File: config.mk
export PLATFORM = sky130hd
export DESIGN_NAME = hist_feature_extract
export DESIGN_NICKNAME = d
export VERILOG_FILES = /design/src/rtl/hist_pkg.sv /design/src/rtl/hfe_peak_tracker.sv /design/src/rtl/hist_feature_extract.sv
export SDC_FILE = /design/constraint.sdc
export NUM_CORES = 1
export LEC_CHECK = 0
export ABC_AREA = 1
export CAP_MARGIN = 20
export CORE_UTILIZATION = 62
export CTS_BUF_LIST = sky130_fd_sc_hd__clkbuf_4 sky130_fd_sc_hd__clkbuf_8 sky130_fd_sc_hd__clkbuf_16
export CTS_CLUSTER_DIAMETER = 30
export DETAILED_ROUTE_END_ITERATION = 10
export GPL_ROUTABILITY_DRIVEN = 0
export PLACE_DENSITY_LB_ADDON = 0.08
export RECOVER_POWER = 100
export SYNTH_ARGS = -nofsm -noshare
export SYNTH_HDL_FRONTEND = slang
export SYNTH_SLANG_ARGS = --single-unit
export TNS_END_PERCENT = 1
File: constraint.sdc
create_clock -name clk -period 13.06 [get_ports clk]
set_clock_uncertainty 0.05 [all_clocks]
set_input_delay 1.306 -clock clk [delete_from_list [all_inputs] [get_ports clk]]
set_output_delay 1.306 -clock clk [all_outputs]
set_load 0.005 [all_outputs]
File: src/rtl/hist_pkg.sv
// rtl/hist_pkg.sv - shared widths, FSM state type and dark-bin helper for hist_feature_extract
package hist_pkg;

  localparam int BIN_W    = 6;
  localparam int CNT_W    = 12;
  localparam int NUM_BINS = 2 ** BIN_W;
  localparam int DARK_THR = 16;

  // Accumulator widths sized so a full 64-bin scan can never overflow
  localparam int TOT_W  = CNT_W + BIN_W;
  localparam int WSUM_W = CNT_W + 2 * BIN_W;
  localparam int NZ_W   = BIN_W + 1;
  localparam int PROD_W = CNT_W + BIN_W;

  localparam logic [BIN_W-1:0] LAST_ADDR = BIN_W'(NUM_BINS - 1);

  typedef enum logic [1:0] {
    IDLE,
    READ,
    DRAIN,
    DONE
  } hfe_state_e;

  function automatic logic is_dark(input logic [BIN_W-1:0] idx);
    return int'(idx) < DARK_THR;
  endfunction

endpackage

File: src/rtl/hfe_peak_tracker.sv
// rtl/hfe_peak_tracker.sv - running peak bin/count; strict compare keeps the lowest index on ties
module hfe_peak_tracker
  import hist_pkg::*;
(
  input  logic             clk,
  input  logic             rst,
  input  logic             clear,
  input  logic             en,
  input  logic [BIN_W-1:0] idx,
  input  logic [CNT_W-1:0] count,
  output logic [BIN_W-1:0] peak_bin,
  output logic [CNT_W-1:0] peak_count
);

  logic [BIN_W-1:0] peak_bin_q, peak_bin_d;
  logic [CNT_W-1:0] peak_count_q, peak_count_d;

  always_comb begin
    peak_bin_d   = peak_bin_q;
    peak_count_d = peak_count_q;
    if (clear) begin
      peak_bin_d   = '0;
      peak_count_d = '0;
    end else if (en && (count > peak_count_q)) begin
      peak_bin_d   = idx;
      peak_count_d = count;
    end
  end

  always_ff @(posedge clk) begin
    if (rst) begin
      peak_bin_q   <= '0;
      peak_count_q <= '0;
    end else begin
      peak_bin_q   <= peak_bin_d;
      peak_count_q <= peak_count_d;
    end
  end

  assign peak_bin   = peak_bin_q;
  assign peak_count = peak_count_q;

endmodule

File: src/rtl/hist_feature_extract.sv
// rtl/hist_feature_extract.sv - scans 64 histogram bins into a feature vector with valid/ready output
// Optional HIST_CLEAR_EN: zero each bin in its data cycle so the next image starts clean.
module hist_feature_extract
  import hist_pkg::*;
(
  input  logic              clk,
  input  logic              rst,
  input  logic              start,
  output logic              rd_en,
  output logic [BIN_W-1:0]  rd_addr,
  input  logic [CNT_W-1:0]  rd_data,
  output logic              wr_en,
  output logic [BIN_W-1:0]  wr_addr,
  output logic              busy,
  output logic              feat_valid,
  input  logic              feat_ready,
  output logic [TOT_W-1:0]  total_count,
  output logic [WSUM_W-1:0] weighted_sum,
  output logic [BIN_W-1:0]  peak_bin,
  output logic [CNT_W-1:0]  peak_count,
  output logic [TOT_W-1:0]  dark_count,
  output logic [NZ_W-1:0]   nonzero_bins
);

  hfe_state_e       state_q;
  logic             rd_en_q, busy_q, feat_valid_q;
  logic [BIN_W-1:0] rd_addr_q;
  logic             vld_q;
  logic [BIN_W-1:0] idx_q;
  logic             clr;

  logic [TOT_W-1:0]  total_q, total_d;
  logic [WSUM_W-1:0] wsum_q, wsum_d;
  logic [TOT_W-1:0]  dark_q, dark_d;
  logic [NZ_W-1:0]   nz_q, nz_d;
  logic [PROD_W-1:0] prod;

  assign clr = start && (state_q == IDLE);

  always_ff @(posedge clk) begin
    if (rst) begin
      state_q      <= IDLE;
      rd_en_q      <= 1'b0;
      rd_addr_q    <= '0;
      busy_q       <= 1'b0;
      feat_valid_q <= 1'b0;
    end else begin
      case (state_q)
        IDLE: if (start) begin
          state_q   <= READ;
          rd_en_q   <= 1'b1;
          rd_addr_q <= '0;
          busy_q    <= 1'b1;
        end
        READ: if (rd_addr_q == LAST_ADDR) begin
          state_q <= DRAIN;
          rd_en_q <= 1'b0;
        end else begin
          rd_addr_q <= rd_addr_q + BIN_W'(1);
        end
        DRAIN: begin
          state_q      <= DONE;
          feat_valid_q <= 1'b1;
        end
        DONE: if (feat_ready) begin
          state_q      <= IDLE;
          feat_valid_q <= 1'b0;
          busy_q       <= 1'b0;
        end
        default: state_q <= IDLE;
      endcase
    end
  end

  // rd_data belongs to the address issued one cycle earlier
  always_ff @(posedge clk) begin
    if (rst) begin
      vld_q <= 1'b0;
      idx_q <= '0;
    end else begin
      vld_q <= rd_en_q;
      idx_q <= rd_addr_q;
    end
  end

  assign prod = {{CNT_W{1'b0}}, idx_q} * {{BIN_W{1'b0}}, rd_data};

  always_comb begin
    total_d = total_q;
    wsum_d  = wsum_q;
    dark_d  = dark_q;
    nz_d    = nz_q;
    if (clr) begin
      total_d = '0;
      wsum_d  = '0;
      dark_d  = '0;
      nz_d    = '0;
    end else if (vld_q) begin
      total_d = total_q + {{BIN_W{1'b0}}, rd_data};
      wsum_d  = wsum_q + {{BIN_W{1'b0}}, prod};
      if (is_dark(idx_q)) dark_d = dark_q + {{BIN_W{1'b0}}, rd_data};
      nz_d = nz_q + {{BIN_W{1'b0}}, (rd_data != '0)};
    end
  end

  always_ff @(posedge clk) begin
    if (rst) begin
      total_q <= '0;
      wsum_q  <= '0;
      dark_q  <= '0;
      nz_q    <= '0;
    end else begin
      total_q <= total_d;
      wsum_q  <= wsum_d;
      dark_q  <= dark_d;
      nz_q    <= nz_d;
    end
  end

  hfe_peak_tracker u_peak (
    .clk        (clk),
    .rst        (rst),
    .clear      (clr),
    .en         (vld_q),
    .idx        (idx_q),
    .count      (rd_data),
    .peak_bin   (peak_bin),
    .peak_count (peak_count)
  );

`ifdef HIST_CLEAR_EN
  assign wr_en   = vld_q;
  assign wr_addr = idx_q;
`else
  assign wr_en   = 1'b0;
  assign wr_addr = '0;
`endif

  assign rd_en        = rd_en_q;
  assign rd_addr      = rd_addr_q;
  assign busy         = busy_q;
  assign feat_valid   = feat_valid_q;
  assign total_count  = total_q;
  assign weighted_sum = wsum_q;
  assign dark_count   = dark_q;
  assign nonzero_bins = nz_q;

endmodule

==> impl_metrics.yaml, run 1 <==
global_routing:
  grt_antenna_before_repair: 0
  grt_pass1_wl_um: 38430
  grt_max_degree: 57
  grt_pass1_vias: 8291
  grt.overflow.total: 0
  grt.total_usage: 0.3057
cts:
  clk-insertion-delay-late_ps: 370
  holdBufCountCts: 0
  post_cts_resize_count: 0
  htree_num_levels: 3
  path_clk_slew_ps: 70
  cts-root-buf: "clkbuf_16"
  clock_sinks: 103
  cts_setup_buffers: 0
  cts_buffers: 9
  clock_path_buffers: 2
  cts_tree: "done"
setup_path:
  worst-setup-path-type: "in2reg"
  cp.arrival_ps: 6200
  required_ps: 13280
  critPathMaxFanout: 11
  end_kind: "flip-flop"
  startpoint_type: "input pin"
layout:
  fillCellCount: 1273
  layout_commonest_cell: "nand2_1"
  multi_input_area_um2: 5784
  antenna_cells: 0
  drive_above_1_share: 0.02268
  final_cell_mix: "332 x nand2_1, 309 x inv_1, 175 x nor2_1"
  num-nets-final: 1647
  area_delta_synth_final_pct: 15.00
  final-seq-area_um2: 2063
synthesis:
  ys_ff_latch: 103
  syn_inst: 1413
  yosysTopAreaCellShare: 0.2225
  synthFlopType: "dfxtp_1"
  async_flop_share: 0
  synth.distinct_cells: 44
  syn_area_um2: 9268
  synth_warnings: 0
  ys_seq_area_frac: 0.2225
  synth_top_area_cell: "dfxtp_1"
  synth_area_leaders: "dfxtp_1 22%, nand2_1 13%, fa_1 13%"
  synth.avg_cell_area_um2: 6.559
  synth-edff-count: 0
detailed_routing:
  drc: 0
  wl_per_cell_um: 13.60
  totalWireLength_um: 22900
  drtPass1Iterations: 7
  drtIter0Drc: 618
  via_count: 8739
  ant_nets: 0
  post_drt_via_cell_ratio: 5.193
sta:
  holdWs_ps: 379.4
  rsz0062_at_grt: "no"
  finalSetupViolations: 0
  fmax_mhz: 167.2
  tns_ps: 0
  maxSlewViolCount: 87
  worst-slew-pin-transition_ps: 2191
  max_slew_margin: -0.4610
  hold_viol: 0
  fin_crit_sh: 0.4580
  min_period_ps: 5982
floorplan:
  die_area_um2: 15440
  pin_count: 117
  fp-row-count: 44
  dieWidth_um: 124.3
  core_area_um2: 14530
  dieHeight_um: 124.3
  start_util: 0.6377
power_and_ir_drop:
  p_leak_uw: 0.006091
  powerDensity_nw_per_um2: 95.61
  vdd_ir_drop_max_mv: 0.1163
place:
  place_hpwl_um: 16880
  io_buffer_count: 109
job:
  drv_cap: 2
status:
  status: "complete, but fails checks"
  failed_checks: "capacitance limit, slew limit"
worst_hold_path:
  hold_class: "reg2reg"
[worst max-delay path: stages]
cell,delay [ps]
dlygate4sd3_1,950
nand2_1,170
fa_1,540
fa_1,540
inv_1,60
fa_1,540
inv_1,60
fa_1,500
inv_1,40
ha_1,340
nand2_1,110
inv_1,90
nand3_1,110
o21ai_0,360
nand2_1,170
nand3_1,100
nand3_1,70
nand2_1,80
inv_1,40
[path summary, 6_finish.rpt]
check / from / end / slack, ps / cells past startpoint
worst max-delay path: rd_data[0] / weighted_sum[16] / 7080 / 19
worst min-delay path: rd_en / vld_q / 380 / 2
worst max register to register: idx_q[5] / weighted_sum[16] / 8130 / 18
worst min register to register: rd_en / vld_q / 380 / 2
[cell families after synthesis]
family,synth area share
and+or+nand+nor,0.2843
buffers and inverters,0.1534
AOI/OAI and AO/OA,0.08951
adders and majority gates,0.2319
DFF,0.2225
xor gates and xnor gates,0.01796
other,0.0004046
[cells in the mapped netlist (4+ instances only)]
cell	n
buf_2	7
o21bai_1	6
nand2_1	331
xor2_1	16
buf_4	9
nand3_1	70
fa_1	58
nor4_1	4
clkbuf_1	25
a21oi_1	76
o21ai_0	60
nand3b_1	4
inv_1	308
nor3_1	21
buf_1	5
nor2_1	173
nand4_1	12
ha_1	79
inv_2	4
dfxtp_1	103
o21ai_2	4
[stage by stage]
| stage | util | cell area, µm² | setup slack, ps | instances | total power [µW] |
|---|---|---|---|---|---|
| after floorplan | - | 9290 | 8031 | 1419 | 639.0 |
| after detailed placement | 0.7155 | 10400 | 6981 | 1667 | 765.2 |
| after global routing | 0.7333 | 10660 | 6816 | 1683 | 1094 |
| after global placement | 0.7155 | 10400 | 7096 | 1667 | 756.1 |
| final | 0.7333 | 10660 | 7078 | 1683 | 1019 |
| after CTS | 0.7355 | 10690 | 7313 | 1683 | 1037 |
[cell type report]
| cell class | instances | share of cell area |
|---|---|---|
| multi-input cells | 955 | 0.5427 |
| flip-flops and latches | 103 | 0.1936 |
| inverters | 313 | 0.1107 |
| repair buffers | 112 | 0.1041 |
| well taps | 184 | 0.02160 |
| clock buffers | 9 | 0.02113 |
| clock inverters | 7 | 0.006105 |
[power breakdown]
| group | internal (µW) | switching [µW] |
|---|---|---|
| logic | 145 | 227 |
| clock network | 134 | 138 |
| registers | 347 | 28.0 |
[registers in the layout, indices dropped and copies added, names as in the netlist]
register	cells
nonzero_bins	7
weighted_sum	24
rd_addr	6
feat_valid	1
u_peak.peak_bin	6
state_q	2
total_count	18
dark_count	18
vld_q	1
u_peak.peak_count	12
busy	1
idx_q	6
rd_en	1
[per-layer routing]
layer,global-route usage,routed length [µm]
met1,0.3967,10200
met2,0.5034,10440
met3,0.05928,1522
met4,0.1134,735
met5,0,0
(Power assumes the default switching activity.)
==> run 2: changes to the inputs <==
--- a/config.mk
+++ b/config.mk
@@ -7,7 +7,7 @@
 export LEC_CHECK = 0
 export ABC_AREA = 1
 export CAP_MARGIN = 20
-export CORE_UTILIZATION = 62
+export CORE_UTILIZATION = 52
 export CTS_BUF_LIST = sky130_fd_sc_hd__clkbuf_4 sky130_fd_sc_hd__clkbuf_8 sky130_fd_sc_hd__clkbuf_16
 export CTS_CLUSTER_DIAMETER = 30
 export DETAILED_ROUTE_END_ITERATION = 10
==> constraint.sdc (replaced) <==
create_clock -name clk -period 5.45 [get_ports clk]
set_clock_uncertainty 0.05 [all_clocks]
set_input_delay 0.545 -clock clk [delete_from_list [all_inputs] [get_ports clk]]
set_output_delay 0.545 -clock clk [all_outputs]
set_load 0.005 [all_outputs]
==> impl_metrics.yaml, run 2 (synthesized netlist as in run 1, its figures left out) <==
layout:
  antenna_cells: 0
  area_delta_synth_final_pct: 16.46
  multi_input_area_um2: 5776
  largest_reg_flops: 24
  layout_commonest_cell: "nand2_1"
  num-nets-final: 1657
  final-seq-area_um2: 2062
  drive_above_1_share: 0.02717
  fillCellCount: 1700
  finalNonFillerCells: 1734
  final_cell_mix: "332 x nand2_1, 309 x inv_1, 174 x nor2_1"
  final_area_um2: 10790
sta:
  tns_ps: 0
  maxSlewViolCount: 98
  max_slew_margin: -0.7555
  min_period_ps: 5020
  finalSetupViolations: 0
  fin_crit_sh: 0.9211
  worst-slew-pin-transition_ps: 2633
  fin_ws_ps: 430.0
  rsz0062_at_grt: "no"
  fmax_mhz: 199.2
  hold_viol: 0
global_routing:
  grt_pass1_vias: 7925
  grt.overflow.total: 0
  grt_antenna_before_repair: 0
  grt_max_degree: 57
  grt_pass1_wl_um: 38490
  grt.total_usage: 0.2678
floorplan:
  core_area_um2: 17360
  die_area_um2: 18360
  fp-row-count: 48
  dieHeight_um: 135.5
  start_util: 0.5340
  pin_count: 117
  dieWidth_um: 135.5
detailed_routing:
  totalWireLength_um: 23260
  wl_per_cell_um: 13.41
  post_drt_via_cell_ratio: 4.981
  drc: 0
  drtPass1Iterations: 5
  drtIter0Drc: 480
  ant_nets: 0
  via_count: 8637
cts:
  htree_num_levels: 3
  cts-root-buf: "clkbuf_16"
  cts_setup_buffers: 0
  clock_path_buffers: 2
  clock_sinks: 103
  path_clk_slew_ps: 70
  cts_tree: "done"
  post_cts_resize_count: 0
  holdBufCountCts: 0
  clk-insertion-delay-late_ps: 360
  cts_buffers: 9
power_and_ir_drop:
  power_frac_clock: 0.283
  swShare: 0.3749
  power_uw: 2504
  powerDensity_nw_per_um2: 232.0
  switching_power_uw: 939.1
  p_leak_uw: 0.006133
  seq_power_share: 0.359
  p_comb_frac: 0.357
  internal_power_uw: 1565
  vdd_ir_drop_max_mv: 0.2517
place:
  pre_cts_slack_ps: 299.8
  placed_area_um2: 10530
  dp_cells: 1718
  io_buffer_count: 109
  place_hpwl_um: 17660
setup_path:
  r2r_start: "idx_q[4]"
  reg2reg_depth: 18
  critPathMaxFanout: 10
  r2r_slack_ps: 530
  end_kind: "flip-flop"
  worst-setup-path-type: "in2reg"
  cp.arrival_ps: 5230
  startpoint_type: "input pin"
  timing.rr.end: "weighted_sum[16]"
  required_ps: 5660
worst_hold_path:
  whs_endpoint: "vld_q"
  hold_depth: 2
  hold_start: "rd_en"
  hold_class: "reg2reg"
job:
  drv_cap: 2
status:
  failed_checks: "capacitance limit, slew limit"
  status: "complete, but fails checks"
==> run 2: cell count changes in the layout (fill, tap and decap cells not counted), sizes merged <==
| cell | delta |
|---|---|
| buf | +8 |
| bufinv | +1 |
| clkbuf | +4 |
| clkdlybuf4s50 | +2 |
| clkinv | -1 |
| clkinvlp | -1 |
| dlygate4sd3 | -2 |
| inv | -1 |
==> run 2: per-stage QoR <==
step | hold slack [ps] | util
2_1_floorplan | 381.0 | -
3_3_place_gp | 371.0 | 0.6064
3_5_place_dp | 372.4 | 0.6064
4_1_cts | 381.8 | 0.6248
5_1_grt | 426.1 | 0.6218
6_report | 387.9 | 0.6218
==> run 2: layout make-up <==
class / instances / share of cell area
Timing Repair Buffer: 122 / 0.1092
Clock inverter: 5 / 0.006724
Clock buffer: 11 / 0.02284
Inverter: 313 / 0.1090
Sequential cell: 103 / 0.1910
Tap cell: 225 / 0.02608
Multi-Input combinational cell: 955 / 0.5351
==> run 2: power groups by stage <==
| stage | registers [µW] | clock network (µW) | logic [µW] |
|---|---|---|---|
| 2_1_floorplan | 904 | 0 | 627 |
| 3_3_place_gp | 920 | 0 | 913 |
| 5_1_grt | 910 | 753 | 1030 |
| 6_report | 900 | 710 | 895 |
| 3_5_place_dp | 920 | 0 | 926 |
| 4_1_cts | 903 | 728 | 932 |
==> run 2: critical path, cell delays in order <==
cell	delay (ps)
dlygate4sd3_1	600
clkbuf_1	480
nand2_1	110
inv_1	80
ha_1	150
inv_1	50
fa_1	490
inv_1	50
fa_1	530
inv_1	50
fa_1	490
inv_1	40
ha_1	340
nand2_1	110
inv_1	80
nand3_1	130
o21ai_0	330
nand2_1	180
nand3_1	110
nand3_1	70
nand2_1	150
inv_1	40
==> run 2: how the worst max path moves through the flow <==
stage	from	to	slack, ps	cells after the start
after floorplan	rd_data[0]	weighted_sum[11]	1180	19
after CTS	rd_data[6]	weighted_sum[19]	680	19
after detailed placement	rd_data[6]	weighted_sum[19]	300	18
after global routing	rd_data[8]	weighted_sum[22]	160	19
final	rd_data[0]	weighted_sum[16]	430	22
after global placement	rd_data[9]	weighted_sum[23]	310	18
==> run 2: routing by layer <==
layer	vias up	share of wire	GRT usage
li1	4450	-	-
met1	3930	0.48	0.3688
met2	226	0.44	0.4239
met3	31	0.052	0.04377
met4	0	0.023	0.09176
met5	-	0	0
